[config.mk]
export PLATFORM = sky130hd
export DESIGN_NAME = fetch_stage
export DESIGN_NICKNAME = d
export VERILOG_FILES = /design/src/rtl/mips_pkg.sv /design/src/rtl/if_id_reg.sv /design/src/rtl/fetch_stage.sv
export SDC_FILE = /design/constraint.sdc
export NUM_CORES = 1
export LEC_CHECK = 0
export ABC_AREA = 1
export BUFFER_PORTS_ARGS = -buffer_cell sky130_fd_sc_hd__buf_2
export CAP_MARGIN = 15
export CORE_ASPECT_RATIO = 1.75
export CORE_MARGIN = 5
export CORE_UTILIZATION = 35
export CTS_CLUSTER_DIAMETER = 30
export DETAILED_ROUTE_END_ITERATION = 16
export PLACE_DENSITY = 0.64
export SLEW_MARGIN = 10
export SYNTH_ARGS = -nofsm -noshare
export SYNTH_HDL_FRONTEND = slang
export SYNTH_HIERARCHICAL = 1
export SYNTH_SLANG_ARGS = --single-unit
[constraint.sdc]
create_clock -name clk -period 2.2 [get_ports clk]
set_clock_uncertainty 0.05 [all_clocks]
set_input_delay 0.44 -clock clk [delete_from_list [all_inputs] [get_ports clk]]
set_output_delay 0.44 -clock clk [all_outputs]
set_load 0.02 [all_outputs]
[src/rtl/mips_pkg.sv]
// Shared constants and the fetch-state encoding for the MIPS pipeline front end.
package mips_pkg;
  localparam logic [15:0] NOP_INSTR = 16'h0000;
  localparam int          PC_INC    = 2;

  typedef enum logic [1:0] {
    S_IDLE,
    S_FETCH,
    S_HOLD,
    S_DRAIN
  } fetch_state_e;
endpackage

[src/rtl/if_id_reg.sv]
// IF/ID pipeline register. Flush and bubble both inject NOP; flush wins over load.
module if_id_reg #(
  parameter int                 PC_W    = 16,
  parameter int                 INSTR_W = 16,
  parameter logic [INSTR_W-1:0] NOP     = '0
) (
  input  logic               clk,
  input  logic               rst_n,
  input  logic               load,
  input  logic               bubble,
  input  logic               flush,
  input  logic [INSTR_W-1:0] instr,
  input  logic [PC_W-1:0]    pc_plus,
  output logic [INSTR_W-1:0] id_instr,
  output logic [PC_W-1:0]    id_pc_plus,
  output logic               id_valid
);
  always_ff @(posedge clk or negedge rst_n) begin
    if (!rst_n) begin
      id_instr   <= NOP;
      id_pc_plus <= '0;
      id_valid   <= 1'b0;
    end else if (flush || bubble) begin
      // pc_plus is left as-is: it carries no meaning while valid is low
      id_instr <= NOP;
      id_valid <= 1'b0;
    end else if (load) begin
      id_instr   <= instr;
      id_pc_plus <= pc_plus;
      id_valid   <= 1'b1;
    end
  end
endmodule

[src/rtl/fetch_stage.sv]
// Instruction fetch: PC, imem req/ack handshake, stall hold buffer and branch drain.
module fetch_stage
  import mips_pkg::*;
#(
  parameter int                 PC_W     = 16,
  parameter int                 INSTR_W  = 16,
  parameter logic [PC_W-1:0]    RESET_PC = '0,
  parameter logic [INSTR_W-1:0] NOP      = NOP_INSTR
) (
  input  logic               clk,
  input  logic               rst_n,
  input  logic               PC_EN,
  input  logic               IF2ID_EN,
  input  logic               BR_TAKEN,
  input  logic [PC_W-1:0]    BR_TARGET,
  output logic               imem_req,
  output logic [PC_W-1:0]    imem_addr,
  input  logic               imem_ack,
  input  logic [INSTR_W-1:0] imem_rdata,
  output logic [INSTR_W-1:0] IF_ID_instr,
  output logic [PC_W-1:0]    IF_ID_pc_plus,
  output logic               IF_ID_valid
);
  fetch_state_e       state;
  logic [PC_W-1:0]    pc;
  logic [INSTR_W-1:0] hold_buf;
  logic               hold_vld;

  logic               advance;
  logic [PC_W-1:0]    pc_inc;
  logic [PC_W-1:0]    target;
  logic               ld, bub, fl;
  logic [INSTR_W-1:0] din;

  assign advance = PC_EN & IF2ID_EN;
  assign pc_inc  = pc + PC_W'(PC_INC);
  assign target  = {BR_TARGET[PC_W-1:1], 1'b0};

  // In FETCH the PC always equals imem_addr, so pc_inc is the outstanding fetch's PC+2.
  always_comb begin
    ld  = 1'b0;
    bub = 1'b0;
    fl  = 1'b0;
    din = imem_rdata;
    unique case (state)
      S_IDLE:  fl = BR_TAKEN;
      S_FETCH: begin
        if (BR_TAKEN)                  fl  = 1'b1;
        else if (imem_ack && advance)  ld  = 1'b1;
        else                           bub = IF2ID_EN;
      end
      S_HOLD: begin
        din = hold_buf;
        if (BR_TAKEN)                 fl = 1'b1;
        else if (advance && hold_vld) ld = 1'b1;
      end
      S_DRAIN: begin
        if (BR_TAKEN) fl  = 1'b1;
        else          bub = IF2ID_EN;
      end
      default: ;
    endcase
  end

  always_ff @(posedge clk or negedge rst_n) begin
    if (!rst_n) begin
      state     <= S_IDLE;
      pc        <= RESET_PC;
      imem_addr <= RESET_PC;
      imem_req  <= 1'b0;
      hold_buf  <= NOP;
      hold_vld  <= 1'b0;
    end else begin
      unique case (state)
        S_IDLE: begin
          state     <= S_FETCH;
          imem_req  <= 1'b1;
          pc        <= BR_TAKEN ? target : pc;
          imem_addr <= BR_TAKEN ? target : pc;
        end
        S_FETCH: begin
          if (BR_TAKEN) begin
            pc       <= target;
            hold_vld <= 1'b0;
            if (imem_ack) imem_addr <= target;
            else          state     <= S_DRAIN;  // stale request must still complete
          end else if (imem_ack) begin
            if (advance) begin
              pc        <= pc_inc;
              imem_addr <= pc_inc;
            end else begin
              hold_buf <= imem_rdata;
              hold_vld <= 1'b1;
              imem_req <= 1'b0;
              state    <= S_HOLD;
            end
          end
        end
        S_HOLD: begin
          if (BR_TAKEN) begin
            pc        <= target;
            imem_addr <= target;
            hold_vld  <= 1'b0;
            imem_req  <= 1'b1;
            state     <= S_FETCH;
          end else if (advance && hold_vld) begin
            pc        <= pc_inc;
            imem_addr <= pc_inc;
            hold_vld  <= 1'b0;
            imem_req  <= 1'b1;
            state     <= S_FETCH;
          end
        end
        S_DRAIN: begin
          if (BR_TAKEN) pc <= target;
          if (imem_ack) begin
            imem_addr <= BR_TAKEN ? target : pc;
            state     <= S_FETCH;
          end
        end
        default: state <= S_IDLE;
      endcase
    end
  end

  if_id_reg #(
    .PC_W    (PC_W),
    .INSTR_W (INSTR_W),
    .NOP     (NOP)
  ) u_if_id (
    .clk        (clk),
    .rst_n      (rst_n),
    .load       (ld),
    .bubble     (bub),
    .flush      (fl),
    .instr      (din),
    .pc_plus    (pc_inc),
    .id_instr   (IF_ID_instr),
    .id_pc_plus (IF_ID_pc_plus),
    .id_valid   (IF_ID_valid)
  );
endmodule

# Yosys cells after proc, flatten, opt, wreduce, memory -nomap -nowiden
# Cells that the tools add are included.
# totals
register_bits,85
in_bits,38
output_inout_bits,50
elab_cells,89
# classes
addsub,1
eq_ne,12
n_mux,47
n_bitwise,4
n_reduce_logical,16
# op_table
cell,count
$mux W16,12
$pmux W16 S4,1
$pmux W16 S3,1
$mux W1,20
$add A16 B2 Y16 const B,1
$ne A3 B3 Y1 const B,5
$mux W2,7
$reduce_and A4 Y1,3
$reduce_and A5 Y1,2
$ne A2 B2 Y1 const B,4
$pmux W1 S2,4
$pmux W2 S4,1
$eq A2 B2 Y1 const B,2
$reduce_bool A2 Y1,2
$not A1 Y1,3
$pmux W1 S3,1
$reduce_and A3 Y1,1
$reduce_bool A3 Y1,1
$reduce_or A3 Y1,1
$eq A2 B1 Y1 const B,1
$logic_and A1 B1 Y1,2
$logic_not A2 Y1,1
$reduce_and A2 Y1,1
$reduce_or A2 Y1,1
other kinds (2),2

# Depth between registers and ports, before layout
# depth
ltp_word,8
mapped_depth,12
mapped_depth_nobuf,11

# By module
# The synthesis kept the hierarchy.
# modules_own_cells
module,instances,cells_each,area_per_inst_um2,seq_area_each_um2
fetch_stage,1,416,3076.7,1301.2
if_id_reg,1,144,1341.3,825.8

# Worst setup path after synthesis
# OpenSTA, ideal clock, no wires.
# synth_timing
path_kind,flip-flop to flip-flop
startpoint,reg state[0]
endpoint,reg u_if_id.id_pc_plus[10]
setup_ns,0.117
arrival_ns,1.677
required_ns,2.033
path_slack_ns,0.356
stages_incl_launch_ff,13
n_path_buf,3
period_less_slack_ns,1.844
cell_sequence,dfrtp_1 > inv_1 > ha_1 > clkbuf_1 > inv_1 > nor3_1 > a31oi_1 > nor2_1 > buf_2 > nand2_2 > buf_2 > nand2_1 > nand2_1
# synth_via
elab_cells_between_ends,11
cone_classes,eq/ne: 3; mux: 3; bitwise: 1; reduce/logical: 4
# synth_rtl
item,line,rtl
start: declaration,fetch_stage.sv:24,fetch_state_e state;
start signal: assignment,fetch_stage.sv:67,state <= S_IDLE;
start signal: assignment,fetch_stage.sv:76,state <= S_FETCH;
start signal: assignment,fetch_stage.sv:86,else state <= S_DRAIN;
$eq A2 B2 Y1 / $eq A2 B1 Y1 (equally long branches),fetch_stage.sv:45,unique case (state)
$pmux W1 S2 *,fetch_stage.sv:45,
via ld,fetch_stage.sv:32,"logic ld, bub, fl;"
$reduce_and A2 Y1 (no source line) *,-,
end signal: assignment,if_id_reg.sv:29,id_pc_plus <= pc_plus;
end: declaration,if_id_reg.sv:15,"output logic [PC_W-1:0] id_pc_plus,"
# The timed path passes the listed nets; every way through them passes the cells marked *.
# A chain may end at the register's enable or synchronous reset.

# Worst setup path in the final report
# layout_timing
startpoint,reg state[1]
endpoint,reg u_if_id.id_pc_plus[10]
# layout_via
elab_cells_between_ends,11
cone_classes,eq/ne: 3; mux: 3; bitwise: 1; reduce/logical: 4
# layout_rtl
item,line,rtl
$eq A2 B2 Y1 / $eq A2 B1 Y1 (equally long branches),fetch_stage.sv:45,
$pmux W1 S2 *,fetch_stage.sv:45,
via bub,fetch_stage.sv:32,
$logic_or A1 B1 Y1 *,if_id_reg.sv:23,end else if (flush || bubble) begin
$not A1 Y1 (no source line) *,-,
$reduce_and A2 Y1 (no source line) *,-,
# Marked as above.

==> results.md <==
* Synth-to-layout area growth at 23.0%
* WP data required at 2.42 ns
* Routability Congestion at 0.837
* CTS Root Cell: clkbuf_16
* Die Ht at 159 µm
* Clock share of power at 22.7%
* Rel. slew slack at 61.7%
* # DRC at 0
* Synth top area share at 48.1%
* ANT cells at 0
* Sw Ratio at 41.9%
* Worst R2R Path Depth at 11
* Clock Path Buffers at 2
* Number of top-level pins at 88
* TritonCTS Sinks at 85
* Number of global-route vias before repair at 4,114
* Via Count at 3,948
* Layout fillers at 1,314
* Hold Path Stages at 3
* Worst slew pin tran at 0.573 ns
* Cells after DPL at 807
* Pint at 4.17 mW
* Yosys warnings at 6
* Final wirelength at 11,700 µm
* Largest net degree at the start of global routing at 46
* WP data arrival at 2.15 ns
* Grt ovf at 0
* TritonCTS clock tree: built
* DPL Wire Length at 8810 µm
* Fmax at 0.518 GHz
* HP Class: input port to flip-flop
* Worst-path clk slew at 0.07 ns
* Max incr delay on CP at 0.40 ns
* Antenna violations before repair at 0
* Core ar. at 0.0124 mm²
* CTS Buf Count at 9
* Nets@finish at 698
* LEAKAGE at 2.96 nW
* First-pass GRT wire length at 19,500 µm
* Final ANT Viol Nets at 0
* Most common cell in the netlist: nand2_1
* Ys flop type: dfrtp_1
* Critical path endpoint category: flip-flop
* NetSw at 3.01 mW
* Ranking of synthesized cells by area: dfrtp_1 (48%), nand2_1 (17%), nand3_1 (7.3%), o21ai_0 (5.7%), inv_1 (4.5%)
* Reg2reg start: state[1]
* Drt pass-1 iters at 4
* R2R Setup Slk at 0.27 ns
* Async SR Flop Fraction at 100%
* Sequential element share of the synthesized area at 48.1%
* Area leader, netlist: dfrtp_1
* H-tree levels at 3
* HP Start: imem_rdata[3]
* Fin crit share at 87.7%
* Vias per cell at 4.77
* Final std cells w/o fill at 828
* Row cnt at 54
* Layout cells sized above 1 at 23.6%
* Top Family by Delay on Critical Path: simple AND/OR/NAND/NOR gates
* # setup viols final at 0
* Combinational Power Share at 41.7%
* Die X at 94.9 µm
* RSZ-0062 raised after global routing: no
* Max_cap viols at 0
* Mapped Nets at 603
* Status: finished, final reports clean
* Initial core utilization at 35.5%
* Worst path slowest cell: dfrtp_1
* Post-synth EDFFs at 0
* Worst-Skew Late Latency at 0.33 ns
* Pwr dens at 1320 mW/mm²
* Sequential power share at 35.6%
* CP Cell Sequence: inv_1, ha_1, inv_2, nor2_8, buf_4, nand2_2, a31oi_1, nor2_4, nand2_2, nand2_1, nand2_1
* Avg Cell Area, Syn at 7.89 µm²
* Gr usage total at 16.4%
* Post-Syn Area at 0.00442 mm²
* Max-slew violations at 0
* Register bit total from synthesis at 85
* Post-DR wirelength/cell at 14.2 µm
* CP max FO at 16
* Initial DRC Count at 143
* PortBufs at 86
* Crit Path Category: flip-flop to flip-flop
* Startpoint types: flip-flop
* Cell variety after synth at 33
* WP buf/inv at 3
* Crit path time final at 1.93 ns
* Hold Vio Cnt, Final at 0
* Post-synth top cells: nand2_1 (195), dfrtp_1 (85), nand3_1 (64)
* IR drop worst, VDD at 541 µV
* Die Area at 0.0151 mm²
* Hold Path Sink: hold_buf[3]
* Critical R2R Capture: u_if_id/id_pc_plus[10]
* Util after Layout at 43.7%
* Cells after Synth at 560
[metal layers]
layer / vias up / part of all wire, % / track usage [%] / wire length (µm)
met2: 123 / 52 / 29.6 / 6150
li1: 1979 / - / - / -
met1: 1815 / 40 / 18.4 / 4640
met3: 31 / 4.3 / 2.22 / 499
met4: 0 / 3.7 / 8.95 / 439
met5: - / 0 / 0 / 0
[metrics by stage]
step | hold WS, ns | worst slack, ns | setup TNS, ns | instance area, µm² | power, mW
after CTS | 0.320 | 0.00929 | 0 | 5410 | 7.26
after global placement | 0.261 | -0.246 | -7.67 | 5060 | 5.43
after floorplan | 0.0944 | 0.356 | 0 | 4420 | 4.64
after global routing | 0.325 | 0.0306 | 0 | 5430 | 7.74
after detailed placement | 0.266 | -0.391 | -11.55 | 5060 | 5.56
final | 0.326 | 0.271 | 0 | 5430 | 7.19
[worst min-delay path, cell delays in order]
cell     delay, ns
buf_2         0.09
inv_1         0.05
o21ai_0       0.08
[cell usage in the layout, fill, tap and decap left out, drive strengths merged, types with 3 or more instances in the layout]
cell | synthesis | final
a21oi | 4 | 4
a31oi | 4 | 4
and2 | 3 | 3
buf | 20 | 109
clkbuf | 7 | 11
dfrtp | 85 | 85
ha | 5 | 5
inv | 61 | 61
nand2 | 204 | 204
nand3 | 70 | 70
nand4 | 7 | 7
nor2 | 16 | 17
o21ai | 54 | 54
o22ai | 8 | 8
xnor2 | 3 | 3
xor2 | 4 | 4
[power groups by stage]
| stage | clock, mW | combinational (mW) | sequential (mW) |
|---|---|---|---|
| floorplan | 0 | 1.85 | 2.79 |
| global placement | 0 | 2.87 | 2.56 |
| detailed placement | 0 | 2.98 | 2.58 |
| CTS | 1.69 | 3.01 | 2.56 |
| global route | 1.74 | 3.38 | 2.62 |
| finish | 1.63 | 2.99 | 2.56 |
[worst max-delay path by stage]
stage          cells past startpoint  slack (ns)      from                      to
3_5_place_dp                      10       -0.39  IF2ID_EN  u_if_id/id_pc_plus[10]
2_1_floorplan                     12        0.36  state[0]  u_if_id/id_pc_plus[10]
6_report                          11        0.27  state[1]  u_if_id/id_pc_plus[10]
3_3_place_gp                      10       -0.25  IF2ID_EN     u_if_id/id_instr[1]
5_1_grt                           11        0.03  state[1]  u_if_id/id_pc_plus[10]
4_1_cts                            9       0.009  state[0]  u_if_id/id_pc_plus[10]
[repair_timing]
action | CTS | global route
resized for setup | 1 | 0
pin swaps | 0 | 1
setup buffers | 0 | 3
hold buffers | 1 | 0
gates cloned | 0 | 1
endpoints found under the hold margin | 13 | 0
endpoints found under the setup margin | 32 | 32
[sequential cells by signal (all words and copies together), names as in the netlist]
name,count
imem_req,1
pc,16
u_if_id/id_instr,16
state,2
u_if_id/id_pc_plus,16
hold_vld,1
hold_buf,16
u_if_id/id_valid,1
imem_addr,16
[layout make-up]
type	instances	area, µm²	area share [%]
Sequential cell	85	2130	39.1
Multi-Input combinational cell	388	1900	34.9
Timing Repair Buffer	110	641	11.8
Clock buffer	11	243	4.47
Inverter	61	234	4.31
Tap cell	168	210	3.87
Clock inverter	5	83.8	1.54
[cells by family after synthesis]
kind of cell	after synthesis	synth area share, %
AND/OR/NAND/NOR	301	30.8
adder cells (fa/ha/maj)	5	1.42
flip-flops	85	48.1
AO/OA/AOI/OAI	74	9.03
buffers and inverters	88	9.26
XOR/XNOR	7	1.39
Note: power is estimated with default switching activity, not from simulation.
